==> src/rtl/hello_rxcheck.sv <==
// hello_rxcheck
// -------------
// UART receiver plus message checker: the receiving end of the board's
// "Hello, World! \n\r" transmit test. Deserialises frames from i_uart_rx,
// emits each byte with a one-cycle strobe, compares the byte stream against
// the fixed 16-character message and counts complete, correct messages.
//
// Parameters:
//   CLOCKS_PER_BAUD  clock cycles per bit (default 868 = 100 MHz / 115200),
//                    legal range 4 .. 2^24-1 (held in a 24-bit counter)
//
// Optional feature (compile-time macro RX_PARITY_EN):
//   undefined  8N1 frames, no parity state, no o_parity_err port
//   defined    8E1 frames, a PARITY state samples one even-parity bit between
//              the data bits and the stop bit; a bad parity bit with a good
//              stop bit raises o_parity_err instead of o_wr
//
// Ports:
//   i_clk         system clock
//   i_rst_n       asynchronous active-low reset
//   i_uart_rx     serial line, idle high, asynchronous to i_clk
//   o_wr          one-cycle strobe, o_data holds a freshly received byte
//   o_data        last received byte
//   o_frame_err   one-cycle strobe, stop bit sampled low
//   o_parity_err  one-cycle strobe, parity bit wrong (RX_PARITY_EN only)
//   o_msg_done    one-cycle strobe, full 16-character message matched
//   o_mismatch    one-cycle strobe, received byte differed from expectation
//   o_msg_count   number of complete messages matched, saturating
//
// Receiver FSM:
//   state     | meaning
//   ----------+-----------------------------------------------------------
//   IDLE      | line high, waiting for the falling edge of a start bit
//   START     | counting to mid start bit, re-checking it is still low
//   DATA      | sampling 8 data bits LSB-first at mid-bit
//   PARITY    | sampling the even-parity bit (RX_PARITY_EN only)
//   STOP      | sampling the stop bit, issuing o_wr or o_frame_err
//   WAIT_IDLE | stop bit was low (break); hold off until the line is high

module hello_rxcheck #(
    parameter int unsigned CLOCKS_PER_BAUD = 868
) (
    input  logic        i_clk,
    input  logic        i_rst_n,
    input  logic        i_uart_rx,
    output logic        o_wr,
    output logic [7:0]  o_data,
    output logic        o_frame_err,
`ifdef RX_PARITY_EN
    output logic        o_parity_err,
`endif
    output logic        o_msg_done,
    output logic        o_mismatch,
    output logic [15:0] o_msg_count
);

    localparam logic [23:0] BAUD_FULL = 24'(CLOCKS_PER_BAUD - 1);
    // Half a bit period from the detected edge lands the START check (and
    // every later sample) in the middle of its bit.
    localparam logic [23:0] BAUD_HALF = 24'(CLOCKS_PER_BAUD / 2 - 1);

    localparam logic [3:0] LAST_IDX = 4'd15;
    localparam logic [7:0] CHAR_H   = 8'h48;

    typedef enum logic [2:0] {
        IDLE,
        START,
        DATA,
`ifdef RX_PARITY_EN
        PARITY,
`endif
        STOP,
        WAIT_IDLE
    } rx_state_t;

    rx_state_t   state;
    logic [23:0] baud_cnt;
    logic [2:0]  bit_cnt;
    logic [7:0]  shreg;
    logic        rx_meta;
    logic        rx_s;
    logic [3:0]  msg_idx;
`ifdef RX_PARITY_EN
    logic        par_bit;
`endif

    // Expected message "Hello, World! \n\r", indexed by match position.
    function automatic logic [7:0] exp_char(input logic [3:0] idx);
        logic [7:0] c;
        case (idx)
            4'd0:    c = 8'h48; // H
            4'd1:    c = 8'h65; // e
            4'd2:    c = 8'h6C; // l
            4'd3:    c = 8'h6C; // l
            4'd4:    c = 8'h6F; // o
            4'd5:    c = 8'h2C; // ,
            4'd6:    c = 8'h20; // space
            4'd7:    c = 8'h57; // W
            4'd8:    c = 8'h6F; // o
            4'd9:    c = 8'h72; // r
            4'd10:   c = 8'h6C; // l
            4'd11:   c = 8'h64; // d
            4'd12:   c = 8'h21; // !
            4'd13:   c = 8'h20; // space
            4'd14:   c = 8'h0A; // \n
            default: c = 8'h0D; // \r
        endcase
        return c;
    endfunction

    // Two-flop synchroniser; reset to the idle (high) line level so a reset
    // release never looks like a start bit.
    always_ff @(posedge i_clk or negedge i_rst_n) begin
        if (!i_rst_n) begin
            rx_meta <= 1'b1;
            rx_s    <= 1'b1;
        end else begin
            rx_meta <= i_uart_rx;
            rx_s    <= rx_meta;
        end
    end

    // Receiver FSM with registered strobes.
    always_ff @(posedge i_clk or negedge i_rst_n) begin
        if (!i_rst_n) begin
            state        <= IDLE;
            baud_cnt     <= '0;
            bit_cnt      <= '0;
            shreg        <= '0;
            o_wr         <= 1'b0;
            o_data       <= '0;
            o_frame_err  <= 1'b0;
`ifdef RX_PARITY_EN
            par_bit      <= 1'b0;
            o_parity_err <= 1'b0;
`endif
        end else begin
            o_wr         <= 1'b0;
            o_frame_err  <= 1'b0;
`ifdef RX_PARITY_EN
            o_parity_err <= 1'b0;
`endif
            case (state)
                IDLE: begin
                    if (!rx_s) begin
                        state    <= START;
                        baud_cnt <= BAUD_HALF;
                    end
                end

                START: begin
                    if (baud_cnt != '0) begin
                        baud_cnt <= baud_cnt - 24'd1;
                    end else if (rx_s) begin
                        // Line went high again before mid start bit: glitch.
                        state <= IDLE;
                    end else begin
                        state    <= DATA;
                        baud_cnt <= BAUD_FULL;
                        bit_cnt  <= 3'd0;
                    end
                end

                DATA: begin
                    if (baud_cnt != '0) begin
                        baud_cnt <= baud_cnt - 24'd1;
                    end else begin
                        shreg    <= {rx_s, shreg[7:1]};
                        baud_cnt <= BAUD_FULL;
                        if (bit_cnt == 3'd7) begin
`ifdef RX_PARITY_EN
                            state <= PARITY;
`else
                            state <= STOP;
`endif
                        end else begin
                            bit_cnt <= bit_cnt + 3'd1;
                        end
                    end
                end

`ifdef RX_PARITY_EN
                PARITY: begin
                    if (baud_cnt != '0) begin
                        baud_cnt <= baud_cnt - 24'd1;
                    end else begin
                        par_bit  <= rx_s;
                        baud_cnt <= BAUD_FULL;
                        state    <= STOP;
                    end
                end
`endif

                STOP: begin
                    if (baud_cnt != '0) begin
                        baud_cnt <= baud_cnt - 24'd1;
                    end else if (rx_s) begin
                        state <= IDLE;
`ifdef RX_PARITY_EN
                        // Even parity: data bits plus parity bit XOR to 0.
                        if (^{shreg, par_bit}) begin
                            o_parity_err <= 1'b1;
                        end else begin
                            o_wr   <= 1'b1;
                            o_data <= shreg;
                        end
`else
                        o_wr   <= 1'b1;
                        o_data <= shreg;
`endif
                    end else begin
                        // Framing error: o_data deliberately keeps the last
                        // good byte.
                        o_frame_err <= 1'b1;
                        state       <= WAIT_IDLE;
                    end
                end

                WAIT_IDLE: begin
                    if (rx_s) begin
                        state <= IDLE;
                    end
                end

                default: begin
                    state <= IDLE;
                end
            endcase
        end
    end

    // Message checker, one cycle behind the receiver strobes.
    always_ff @(posedge i_clk or negedge i_rst_n) begin
        if (!i_rst_n) begin
            msg_idx     <= '0;
            o_msg_done  <= 1'b0;
            o_mismatch  <= 1'b0;
            o_msg_count <= '0;
        end else begin
            o_msg_done <= 1'b0;
            o_mismatch <= 1'b0;
            if (o_wr) begin
                if (o_data == exp_char(msg_idx)) begin
                    if (msg_idx == LAST_IDX) begin
                        msg_idx    <= '0;
                        o_msg_done <= 1'b1;
                        if (o_msg_count != 16'hFFFF) begin
                            o_msg_count <= o_msg_count + 16'd1;
                        end
                    end else begin
                        msg_idx <= msg_idx + 4'd1;
                    end
                end else begin
                    o_mismatch <= 1'b1;
                    // A stray 'H' is taken as the start of a fresh message.
                    msg_idx    <= (o_data == CHAR_H) ? 4'd1 : 4'd0;
                end
            end else if (o_frame_err) begin
                msg_idx <= '0;
            end
`ifdef RX_PARITY_EN
            else if (o_parity_err) begin
                msg_idx <= '0;
            end
`endif
        end
    end

endmodule
==> config.mk <==
export PLATFORM = sky130hd
export DESIGN_NAME = hello_rxcheck
export DESIGN_NICKNAME = d
export VERILOG_FILES = /design/src/rtl/hello_rxcheck.sv
export SDC_FILE = /design/constraint.sdc
export NUM_CORES = 1
export LEC_CHECK = 0
export ABC_AREA = 1
export CORE_UTILIZATION = 60
export DETAILED_ROUTE_END_ITERATION = 7
export HOLD_SLACK_MARGIN = 0.05
export PLACE_DENSITY_LB_ADDON = 0.2
export SETUP_SLACK_MARGIN = 0.02
export SLEW_MARGIN = 20
export SYNTH_ARGS = -nofsm -noshare
export SYNTH_HDL_FRONTEND = slang
export SYNTH_SLANG_ARGS = --single-unit
==> constraint.sdc <==
create_clock -name i_clk -period 2.2 [get_ports i_clk]
set_input_delay 0.33 -clock i_clk [delete_from_list [all_inputs] [get_ports i_clk]]
set_output_delay 0.33 -clock i_clk [all_outputs]
set_load 0.01 [all_outputs]
* Word level (Yosys, flattened, before mapping)
Memory sizes are Yosys's and may differ from the RTL's. Index checks and enable logic that the tools add are counted.
Word-level totals: bits in registers 72, latch bits 0, RAM bits 0, ROM bits 112, bits of input ports 3, output and inout port bits 28, logic and storage cells 86, memories kept 1
Memory list:
- (name not given) | words 16, bits a word 7, rd ports 1, clocked after memory_dff 0, write ports 0, RTL line 90 | case (idx)
Cells by class: add/subtract/negate cells 4, $mul 0, divide/modulo/power cells 0, order comparisons 0, eq/ne operators 19, shift-type cells 0, multiplexer cells 37, bitwise operators 1, reductions and logical operators 11
Operators by type and width (count):
- $mux W24 | 5
- $pmux W24 S4 | 1
- $mux W3 | 11
- $reduce_bool A24 Y1 | 1
- $sub A24 B1 Y24 const B | 1
- $ne A2 B2 Y1 const B | 9
- $add A16 B1 Y16 const B | 1
- $mux W4 | 4
- $ne A16 B16 Y1 const B | 1
- $pmux W3 S5 | 1
- $mux W1 | 12
- $eq A8 B7 Y1 const B | 1
- $eq A8 B8 Y1 | 1
- $mux W8 | 1
- $reduce_and A4 Y1 | 2
- $eq A3 B2 Y1 const B | 2
- $eq A3 B3 Y1 const B | 2
- $pmux W3 S2 | 1
- $reduce_and A6 Y1 | 1
- $reduce_and A5 Y1 | 1
- $add A4 B1 Y4 const B | 1
- $eq A4 B4 Y1 const B | 1
- $reduce_bool A2 Y1 | 2
- $reduce_bool A4 Y1 | 1
- other kinds (8) | 8

* Logic depth before layout (Yosys ltp)
Gate-level depths: netlist of the first run. An unclocked memory read counts as a cell.
depth after elaboration 5, gate-level depth with buffers 14, mapped depth without buffers 14

* Worst setup path before layout of the first run
Ideal clock, no wire load.
kind register -> register, from register msg_idx[1], to register o_msg_count[12], library setup time 118 ps, arrival time 1924 ps, data required time 2082 ps, slack 158 ps, stages on the path, launching flop included 12, path buffers 1, period minus slack after synthesis 2042 ps, cell sequence dfrtp_1 inv_1 ha_1 o21ai_0 nand3_1 nand2_1 nand3_1 nor2_4 nand4_4 buf_6 nand2_1 nand2_1
On the way: cells in the longest elaborated chain, start to end 4, elaborated cells between the ends (all ways) 5, those cells by class eq/ne (2); mux (1); reduce/logical (1); memory (1)
Ends and longest elaborated chain:
- start, declared | RTL line 82 | logic [3:0] msg_idx;
- start signal, assigned | RTL line 251 | msg_idx <= msg_idx + 4'd1;
- start signal, assigned | RTL line 256 | msg_idx <= (o_data == CHAR_H) ? 4'd1 : 4'd0;
- $mem_v2 Z16 W7
- $mux W8 | RTL line 242 | if (o_wr) begin
- $eq A8 B8 Y1 | RTL line 243 | if (o_data == exp_char(msg_idx)) begin
- $reduce_and A4 Y1 (no source line) (*)
- end signal, assigned | RTL line 248 | o_msg_count <= o_msg_count + 16'd1;
- end, declared | RTL line 54 | output logic [15:0] o_msg_count
Every way passes the cells marked *; elsewhere a longest branch is shown, timed or not. The select of a mux whose other input is x is not followed. A chain may end at the register's enable or synchronous reset.

* Worst setup path after layout of the first run
Same ends and word-level chain as after synthesis.

==> impl_metrics.ini, run 1 <==
[critical_path]
worst_setup_path_end_kind = flip-flop
cp-endpoint = o_msg_count[12]
critical_path_class = flip-flop to flip-flop
critPathLaunchType = flip-flop
rr_startpoint = msg_idx[1]
crit_start = msg_idx[1]
timing.rr.end = o_msg_count[12]
regToRegSetupSlack_ns = 0.10
cp_data_arrival_time_ns = 2.33
cp.required_ns = 2.43
r2r_cells = 11
cp_max_fo = 8

[floorplanning]
start_util_pct = 62.27
die-area_mm2 = 0.008382
core_mm2 = 0.007727
row_count = 32
die_h_um = 91.56
die_x_um = 91.56
pin_count = 31

[yosys]
ys_ff_latch = 72
synth_edf_count = 0
yosysTopAreaCell = dfrtp_1
syn_inst = 671
synth-seq-area-share_pct = 37.49
yosys_warnings = 0
synthTopCellsByCount = 222 x nand2_1, 70 x dfrtp_1, 64 x nor2_1
yosysUniqueCellTypes = 29
async_flop_share_pct = 100.0
synth_nets = 687
synth_flop_cell = dfrtp_1
synth_top_area_share_pct = 36.40
synth_most_common_cell = nand2_1
synth.area.top_cells = dfrtp_1 36%, nand2_1 17%, nand3_1 6.3%, nor2_1 5.0%, inv_1 4.9%
netlist_area_mm2 = 0.004812
postSynthAreaPerCell_um2 = 7.172

[clock_tree]
cts_tree = built
h-tree-depth = 3
path_clk_slew_ns = 0.09
clk_latency_ns = 0.36
clockBufferDepth = 2
cts_sinks = 72
numCtsBuffers = 9
root_buffer = clkbuf_8

[sta]
final-hold-violation-count = 0
fin_crit_sh_pct = 95.44
post-route-min-period_ns = 2.100
maxSlewViolCount = 0
max_freq_ghz = 0.4763
tightest_slew_ns = 0.5113
setup_viol = 0
fin_skew_ns = 0.01549
slew_headroom_pct = 65.83

[route]
avgViaCountPerCell = 5.449
wl_met2_um = 5477
wl_um = 11240
drt_iter0_drc = 254
vias = 4501
drt_first_pass_iters = 6
wl_met3_um = 564
drc_errors = 0
routed.top_layer = met4
wl_per_cell_um = 13.60
m1WireLength_um = 5001
drt.antenna.violating_nets = 0

[finish]
drive_gt1_share_pct = 13.26
finish.utilization_pct = 71.89
instances_no_fill = 826
final_nets = 735
diodes = 0
areaGrowthSynthToFinish_pct = 15.44

[power]
p_leak_nw = 2.846
irDropWorstVdd_mv = 0.3382
power_mw = 2.467
power_density_mw_per_mm2 = 444.0

[global_routing]
antenna_found_initial = 0
grt_pass1_wl_um = 19660
grt_pass1_vias = 4306
grt_max_degree = 42
grtUsageTotal_pct = 29.17
gr-total-overflow = 0

[placed_design]
portBuffers = 30
dp_hpwl_um = 8081
place.gp.congestion = 0.9120
dp_cells = 807

[run]
cap_violations = 0

[status]
status = finished clean

[min_path]
hold_class = flip-flop to flip-flop
==> worst min path at each step <==
stage / from / end / slack (ns) / cells past startpoint
after CTS: i_uart_rx / rx_meta / 0.35 / 1
after floorplan: i_rst_n / baud_cnt[0] / 0.03 / 0
after global placement: i_rst_n / msg_idx[0] / 0.30 / 1
after global routing: i_uart_rx / rx_meta / 0.35 / 1
final: rx_meta / rx_s / 0.36 / 0
after detailed placement: i_rst_n / msg_idx[1] / 0.31 / 1
==> cells in the final DEF, fill, tap and decap left out, drive strengths merged <==
cell	n
a21oi	4
buf	20
bufinv	1
clkbuf	9
clkdlybuf4s50	29
clkinv	2
clkinvlp	1
dfrtp	70
dfstp	2
dlygate4sd3	1
ha	13
inv	71
nand2	240
nand3	67
nand3b	4
nand4	33
nor2	75
nor3	6
nor3b	1
nor4	2
o211ai	1
o21ai	44
or2	1
xnor2	7
xor2	20
==> power by group <==
part / total [mW] / switching (mW) / leakage, nW / internal, mW
registers: 1.33 / 0.00204 / 0.977 / 1.33
clock network: 1.10 / 0.564 / 0.101 / 0.536
logic: 0.0396 / 0.0302 / 1.77 / 0.00942
total: 2.47 / 0.596 / 2.85 / 1.87
==> flip-flops by register name, indices dropped and copies added, names as in the netlist <==
signal       cells
baud_cnt        24
bit_cnt          3
msg_idx          4
o_data           8
o_frame_err      1
o_mismatch       1
o_msg_count     16
o_msg_done       1
o_wr             1
rx_meta          1
rx_s             1
shreg            8
state            3
==> stage by stage <==
step / hold slack [ns] / instance area (um^2) / worst slack (ns) / setup TNS [ns]
CTS: 0.3541 / 5502 / 0.03993 / 0
finish: 0.3587 / 5555 / 0.1004 / 0
floorplan: 0.03441 / 4812 / 0.1577 / 0
detailed placement: 0.3069 / 5290 / 0.08546 / 0
global placement: 0.3012 / 5290 / 0.1779 / 0
global route: 0.3539 / 5555 / -0.02842 / -0.09584
==> repair_timing <==
item,CTS,global route
setup buffers,0,1
hold buffers,1,0
endpoints found under the setup margin,0,19
resized for setup,0,11
endpoints found under the hold margin,31,0
==> cells by family after synthesis <==
family,count (synthesis),share of synthesized area (%)
and+or+nand+nor,428,40.98
buffers and inverters,82,7.540
DFF,72,37.49
AOI/OAI and AO/OA,49,5.694
xor gates and xnor gates,27,4.914
adders and majority gates,13,3.380
==> cell type report <==
type / count / area [um^2]
repair buffers: 50 / 475.5
well taps: 102 / 127.6
fillers: 623 / 2172
clock buffers: 9 / 123.9
flip-flops and latches: 72 / 1805
clock inverters: 7 / 77.57
multi-input cells: 518 / 2688
inverters: 68 / 257.7
==> per-layer routing <==
layer  vias to the layer above  global-route usage (%)
met1                      2101                   37.49
met2                       119                   50.13
met5                         -                       0
met3                        20                   5.276
li1                       2261                       -
met4                         0                   8.333
==> worst max-delay path, stage by stage (launching register included) <==
cell	delay, ns
dfrtp_1	0.41
buf_4	0.15
ha_1	0.20
ha_1	0.20
nand2_1	0.11
nand3b_1	0.11
nand2_2	0.10
nand3_2	0.09
nor2_4	0.23
nand4_4	0.19
nand2_1	0.11
nand2_1	0.07
Power figures use the tool's default switching activity.
==> inputs of run 2 (changes only) <==
CAP_MARGIN = 0   (was unset)
==> results of run 2 <==
The final DEF is identical to that of run 1; final timing and power are the same.
==> inputs of run 3 (changes only) <==
CORE_UTILIZATION = 64   (was 60)
DONT_BUFFER_PORTS = 1   (was unset)
GPL_TIMING_DRIVEN = 0   (was unset)
==> run 3 against run 2 <==
  * Sequential share of layout area is 1.5 points higher
  * Highest routed layer unchanged
  * Largest cell class unchanged
  * Worst hold slack hardly changed
  * Clock-buffer cell count is 1 higher
  * Core utilization is 1.5 points higher
==> impl_metrics.ini, run 3 (synthesized netlist as in run 1, its figures left out) <==
[power]
p_leak_nw = 2.747
p_int_mw = 1.982
pwr-share-clk_pct = 46.2
irDropWorstVdd_mv = 0.4213
p_sw_mw = 0.5584
power_mw = 2.541
swShare_pct = 21.98
power_density_mw_per_mm2 = 477.2
power_frac_comb_pct = 1.5
power_frac_seq_pct = 52.3

[critical_path]
slowest_stage = dfrtp_1
crit_top_cell = nand2_1
critical_path_class = flip-flop to flip-flop
worst_setup_path_end_kind = flip-flop
crit_chain = ha_2 > inv_1 > nor2_2 > nand2_1 > nor3b_2 > nor2_4 > nand4_4 > buf_2 > nand2_1 > nand2_1
critPathLaunchType = flip-flop
cp_data_arrival_time_ns = 2.44
path_buf_inv = 2
cp_max_fo = 8
cp.required_ns = 2.49
cp_top_family = simple AND/OR/NAND/NOR gates
regToRegSetupSlack_ns = 0.05
slowest_delay_ns = 0.52

[finish]
diodes = 0
largest_reg_flops = 24
top_register = baud_cnt
fill_cells = 559
final_nets = 710
most-common-layout-cells = 221 x nand2_1, 67 x dfrtp_1, 62 x inv_1, 62 x nor2_1, 61 x nand3_1
finish.utilization_pct = 73.40
drive_gt1_share_pct = 14.59
final_cell_area_mm2 = 0.005324
areaGrowthSynthToFinish_pct = 10.63
reg.largest.list = baud_cnt x24, o_msg_count x16
final_common_cell = nand2_1

[route]
wl_um = 11860
drc_errors = 0
drt_iter0_drc = 337
vias = 4614
drt_first_pass_iters = 5
drt.antenna.violating_nets = 0
wl_per_cell_um = 14.87
avgViaCountPerCell = 5.782

[clock_tree]
h-tree-depth = 3
root_buffer = clkbuf_8
cts_tree = built
clockBufferDepth = 2
numCtsBuffers = 9
cts_sinks = 72
path_clk_slew_ns = 0.08
clk_latency_ns = 0.35

[placed_design]
place.gp.congestion = 0.9508
dp_worst_setup_slack_ns = -0.1237
placed_area_mm2 = 0.004936
portBuffers = 0
dp_hpwl_um = 8298

[global_routing]
grtUsageTotal_pct = 32.20
gr-total-overflow = 0
antenna_found_initial = 0
grt_pass1_vias = 4314
grt_max_degree = 73
grt_pass1_wl_um = 19590

[sta]
setup_tns_ns = 0
maxSlewViolCount = 0
fin_skew_ns = 0.01232
slew_headroom_pct = 65.60
tightest_slew_ns = 0.5141
post-route-worst-setup-slack_ns = 0.05423
post-route-min-period_ns = 2.146
setup_viol = 0
fin_crit_sh_pct = 97.53
max_freq_ghz = 0.4660
final-hold-violation-count = 0

[min_path]
hold_class = flip-flop to flip-flop

[status]
status = finished clean

[floorplanning]
start_util_pct = 66.34
core_mm2 = 0.007253
die_h_um = 88.71
die_x_um = 88.71
die-area_mm2 = 0.007869
pin_count = 31
row_count = 31

[run]
cap_violations = 0
-- run 3: power groups by stage --
stage | registers (mW) | logic [mW] | clock network (mW)
floorplan | 1.35 | 0.00466 | 0
global placement | 1.35 | 0.00554 | 0
detailed placement | 1.35 | 0.00575 | 0
CTS | 1.33 | 0.0415 | 1.20
global route | 1.33 | 0.0457 | 1.25
finish | 1.33 | 0.0393 | 1.17
-- run 3: path summary, 6_finish.rpt --
check | cells after the start | endpoint | start
worst max-delay path | 10 | o_msg_count[12] | o_msg_count[1]
worst min-delay path | 0 | rx_s | rx_meta
worst max register to register | 10 | o_msg_count[12] | o_msg_count[1]
worst min register to register | 0 | rx_s | rx_meta
max in group asynchronous | 2 | rx_meta | i_rst_n
min in group asynchronous | 2 | baud_cnt[12] | i_rst_n
-- run 3: final cells by class --
| cell class | instances | area, um^2 | area share, % |
|---|---|---|---|
| buffer | 14 | 107.6 | 2.021 |
| clock buffer | 10 | 127.6 | 2.397 |
| tap | 99 | 123.9 | 2.327 |
| multi-input combinational | 517 | 2685 | 50.43 |
| sequential | 72 | 1808 | 33.96 |
| clock inverter | 6 | 91.34 | 1.716 |
| inverter | 68 | 255.2 | 4.794 |
| timing repair buffer | 12 | 125.1 | 2.350 |
-- run 3: metrics by stage --
step / cells / hold slack [ns]
after floorplan: 671 / 0.03441
after global placement: 770 / 0.03716
after detailed placement: 770 / 0.03735
after CTS: 791 / 0.3597
after global routing: 798 / 0.3664
final: 798 / 0.3587
-- run 3: layer usage --
metal  routed length, um  global-route usage (%)  vias to the layer above  part of all wire, %
li1                    -                       -                     2213                    -
met2                5758                   53.92                      194                   49
met5                   0                       0                        -                    0
met1                4887                   40.00                     2166                   41
met3                 814                   6.903                       41                  6.9
met4                 403                   14.52                        0                  3.4
-- run 3: repair_timing --
item,CTS,global route
buffers inserted,2,6
pin swaps,0,2
hold buffers,3,0
gates resized for setup,3,10
cloned,0,1
setup endpoints to repair,17,59
hold endpoints to repair,73,0
==> edit 1: new RTL, settings of run 2 <==
Build with the macro `RX_PARITY_EN` defined.
--- a/src/rtl/hello_rxcheck.sv
+++ b/src/rtl/hello_rxcheck.sv
@@ -36,6 +36,8 @@
 //   PARITY    | sampling the even-parity bit (RX_PARITY_EN only)
 //   STOP      | sampling the stop bit, issuing o_wr or o_frame_err
 //   WAIT_IDLE | stop bit was low (break); hold off until the line is high
+
+`define RX_PARITY_EN
 
 module hello_rxcheck #(
     parameter int unsigned CLOCKS_PER_BAUD = 868
Behaviour (old outputs only; new: o_parity_err): no difference found for any inputs over 10 cycles, from zero or initial values and one cycle with i_rst_n low; that may be too few to reach the edited logic, so the function may still have changed.
==> edit 1 against run 2 <==
- maximum frequency rose by 2.1%
- power rose by 10%
- worst setup slack improved by 0.043 ns
- synthesized area rose by 5.8%
- sequential cell count rose by 2
- cell area rose by 5.9%
- routed wire length rose by 7.5%
- count of clock-buffer cells in the layout rose by 1
- clock skew fell by 0.0048 ns
- largest power group unchanged
- highest routed layer unchanged
==> edit 1: results (changes against run 2) <==
synthesis:
  synth.top_cells.by_count: "sky130_fd_sc_hd__nand2_1, sky130_fd_sc_hd__nand3_1, sky130_fd_sc_hd__dfrtp_1, sky130_fd_sc_hd__inv_1, sky130_fd_sc_hd__nor2_1"
  synth-adder-area-share_pct: 3.44  # +0.061 points
  post_synth_num_cell_types: 36  # +24%
  synth_nets: 741  # +7.9%
  ys_top_cells_by_area: "sky130_fd_sc_hd__dfrtp_1, sky130_fd_sc_hd__nand2_1, sky130_fd_sc_hd__nand3_1"
clocking:
  number_of_instances_resized_during_post_cts_repair: 2  # +2
placement:
  pre_cts_ws_ns: -0.00328  # -0.0887 ns
  finalWeightedCongestion: 0.907  # -0.54%
  dpl_cell_area_sq_um: 5540  # +4.8%
  dp.cells: 858  # +6.3%
detailed_routing:
  detailedRoute.firstIterationViolations: 314  # +24%
  wirelength_mm: 12.1  # +7.5%
  wl_met3_um: 651  # +15%
  detailroute.via_count: 4888  # +8.6%
  routed-wl-met2_mm: 5.96  # +8.8%
timing:
  final_clock_skew_ns: 0.0107  # -0.00481 ns
pwr:
  power.internal_w: 0.00213  # +14%
  vdd_ir_drop_max_uv: 357  # +5.7%
  clockNetworkPower_w: 0.00131  # +19%
finish:
  layout.cells.non_filler: 879  # +6.4%
  fin_area_sq_um: 5890  # +5.9%
  layout-drive-gt1-share_pct: 11.4  # -1.9 points
  design.final.nets: 786  # +6.9%
grt:
  use_met3_pct: 5.02  # -0.26 points
  m1_gr_usage_pct: 36.4  # -1.1 points
  vias_in_the_first_global_route: 4596  # +6.7%
  global_route.usage.total_pct: 28.8  # -0.38 points
  grt_start_max_net_pins: 40  # -4.8%
  grt_pass1_wl_mm: 20.2  # +3.0%
setup_path:
  reg2reg_slack_ns: 0.14  # +0.04 ns
  critical_path_slowest_stage_cell: "sky130_fd_sc_hd__dfrtp_2"
  timing.rr.end: "o_msg_count[3]"
  critical_path.max_stage_delay_ns: 0.46  # +0.05 ns
run_status:
  run_status: "finished, final reports clean"
[edit 1: cell types whose count changed in the layout (fill, tap and decap cells not counted), moves of 4 or more]
| cell | before | now |
|---|---|---|
| sky130_fd_sc_hd__buf_4 | 18 | 13 |
| sky130_fd_sc_hd__nand3_1 | 59 | 77 |
| sky130_fd_sc_hd__nand4_1 | 30 | 26 |
| sky130_fd_sc_hd__nand3_2 | 8 | 3 |
| sky130_fd_sc_hd__nor3_2 | 0 | 4 |
| sky130_fd_sc_hd__o21ai_1 | 17 | 7 |
| sky130_fd_sc_hd__xnor2_1 | 7 | 11 |
| sky130_fd_sc_hd__nand2_1 | 221 | 263 |
| sky130_fd_sc_hd__o21ai_0 | 19 | 23 |
| sky130_fd_sc_hd__nand2_2 | 17 | 12 |
| sky130_fd_sc_hd__o21ai_2 | 8 | 0 |
[edit 1: cells by family after synthesis]
logic type	count (synthesis)
buf+inv	83
fa+ha+maj	14
flops	74
compound gates	38
xor+xnor	31
simple gates	484
[edit 1: layout make-up]
class / instances / share of cell area (%)
Tap cell: 105 / 2.23
Sequential cell: 74 / 31.5
Multi-Input combinational cell: 569 / 50.1
Timing Repair Buffer: 46 / 7.61
Clock inverter: 6 / 1.93
Clock buffer: 10 / 2.17
Inverter: 69 / 4.44
[edit 1: worst max path at each step]
| stage | endpoint | slack (ns) |
|---|---|---|
| 3_3_place_gp | o_msg_count[1] | 0.09 |
| 4_1_cts | o_msg_count[3] | 0.06 |
| 5_1_grt | o_msg_count[3] | 0.02 |
| 2_1_floorplan | o_msg_count[7] | 0.25 |
| 3_5_place_dp | o_msg_count[3] | -0.003 |
| 6_report | o_msg_count[3] | 0.14 |
==> edit 2: new RTL, config.mk and constraints of run 2 <==
Without the edit above. Add an input register stage for `i_uart_rx`, without a reset; this delays it by one clock.
--- a/src/rtl/hello_rxcheck.sv
+++ b/src/rtl/hello_rxcheck.sv
@@ -72,6 +72,12 @@
         STOP,
         WAIT_IDLE
     } rx_state_t;
+
+    logic i_uart_rx_q;
+
+    always_ff @(posedge i_clk) begin
+        i_uart_rx_q <= i_uart_rx;
+    end
 
     rx_state_t   state;
     logic [23:0] baud_cnt;
@@ -115,7 +121,7 @@
             rx_meta <= 1'b1;
             rx_s    <= 1'b1;
         end else begin
-            rx_meta <= i_uart_rx;
+            rx_meta <= i_uart_rx_q;
             rx_s    <= rx_meta;
         end
     end
Function: same outputs for any inputs over 10 cycles, from zero or initial values and one cycle with i_rst_n low; that may be too few to reach the edited logic, so the function may still have changed.
==> edit 2 against run 2 <==
- sequential cell count up 1
- critical path depth up 2
- power down 4.7%
- routed wire length down 2.0%
- worst setup slack better by 0.037 ns
- cell area up 0.16%
- maximum frequency up 1.8%
- combinational power down 5.6%
- synthesized area up 0.16%
==> edit 2: results (changes against run 2) <==
grt:
  grt_pass1_wl_mm: 18.8  # -4.3%
  vias_in_the_first_global_route: 4180  # -2.9%
  global_route.usage.total_pct: 27.9  # -1.3 points
  m1_gr_usage_pct: 35.9  # -1.6 points
  met2_usage_pct: 48.2  # -1.9 points
  use_met3_pct: 4.23  # -1.0 points
timing:
  final.hold.worst_slack_ns: 0.302  # -0.0572 ns
  setup_slack_ns: 0.138  # +0.0372 ns
  max-slew-margin-rel_pct: 66.0  # +0.19 points
finish:
  design.final.nets: 736  # +0.14%
  layout-drive-gt1-share_pct: 12.8  # -0.43 points
min_path:
  hp-start: "i_uart_rx_q"
  worst_min_delay_path_endpoint: "rx_meta"
run_status:
  run_status: "finished, final reports clean"
detailed_routing:
  drt-vias-per-instance: 5.42  # -0.59%
  detailedRoute.firstIterationViolations: 249  # -2.0%
  wl_met3_um: 439  # -22%
  detailroute.via_count: 4480  # -0.47%
  routed-wl-met2_mm: 5.36  # -2.1%
  wirelength_mm: 11.0  # -2.0%
  drt_pass1_iterations: 4  # -2
setup_path:
  crit_path_max_fanout: 9  # +1
  capture_point_of_the_worst_path: "o_msg_count[1]"
  reg2reg_slack_ns: 0.14  # +0.04 ns
placement:
  finalWeightedCongestion: 0.996  # +9.2%
  dp_hpwl_mm: 7.82  # -3.2%
clocking:
  number_of_instances_resized_during_post_cts_repair: 1  # +1
synthesis:
  post_synth_num_cell_types: 36  # +24%
  asyncSetResetFlopFracSynth_pct: 98.6  # -1.4 points
  synth_area_per_cell_sq_um: 7.18  # +0.16%
pwr:
  clockNetworkPower_w: 0.000966  # -12%
==> edit 2: cell types whose count changed after synthesis, moves of 3 or more <==
cell / run 2 / this run
sky130_fd_sc_hd__nand3_1: 61 / 65
sky130_fd_sc_hd__o21ai_1: 17 / 2
sky130_fd_sc_hd__nand2_2: 16 / 7
sky130_fd_sc_hd__nor3_1: 6 / 2
sky130_fd_sc_hd__o21ai_0: 20 / 29
sky130_fd_sc_hd__inv_2: 5 / 2
sky130_fd_sc_hd__nand2_1: 222 / 241
sky130_fd_sc_hd__nand4_1: 30 / 26
==> edit 2: cell type report <==
cell class,count,area [sq um]
multi-input combinational,518,2690
fill,649,2200
sequential,73,1820
timing repair buffer,53,502
inverter,65,246
clock buffer,12,145
tap,102,128
clock inverter,4,28.8
==> edit 2: cells by family (layout without fill, tap and decap cells) <==
family	count (synthesis)	after routing	synth area share, %
simple gates	430	431	40.4
compound gates	46	46	5.61
fa+ha+maj	13	13	3.37
buf+inv	81	134	7.71
xor+xnor	28	28	5.09
flops	73	73	37.9
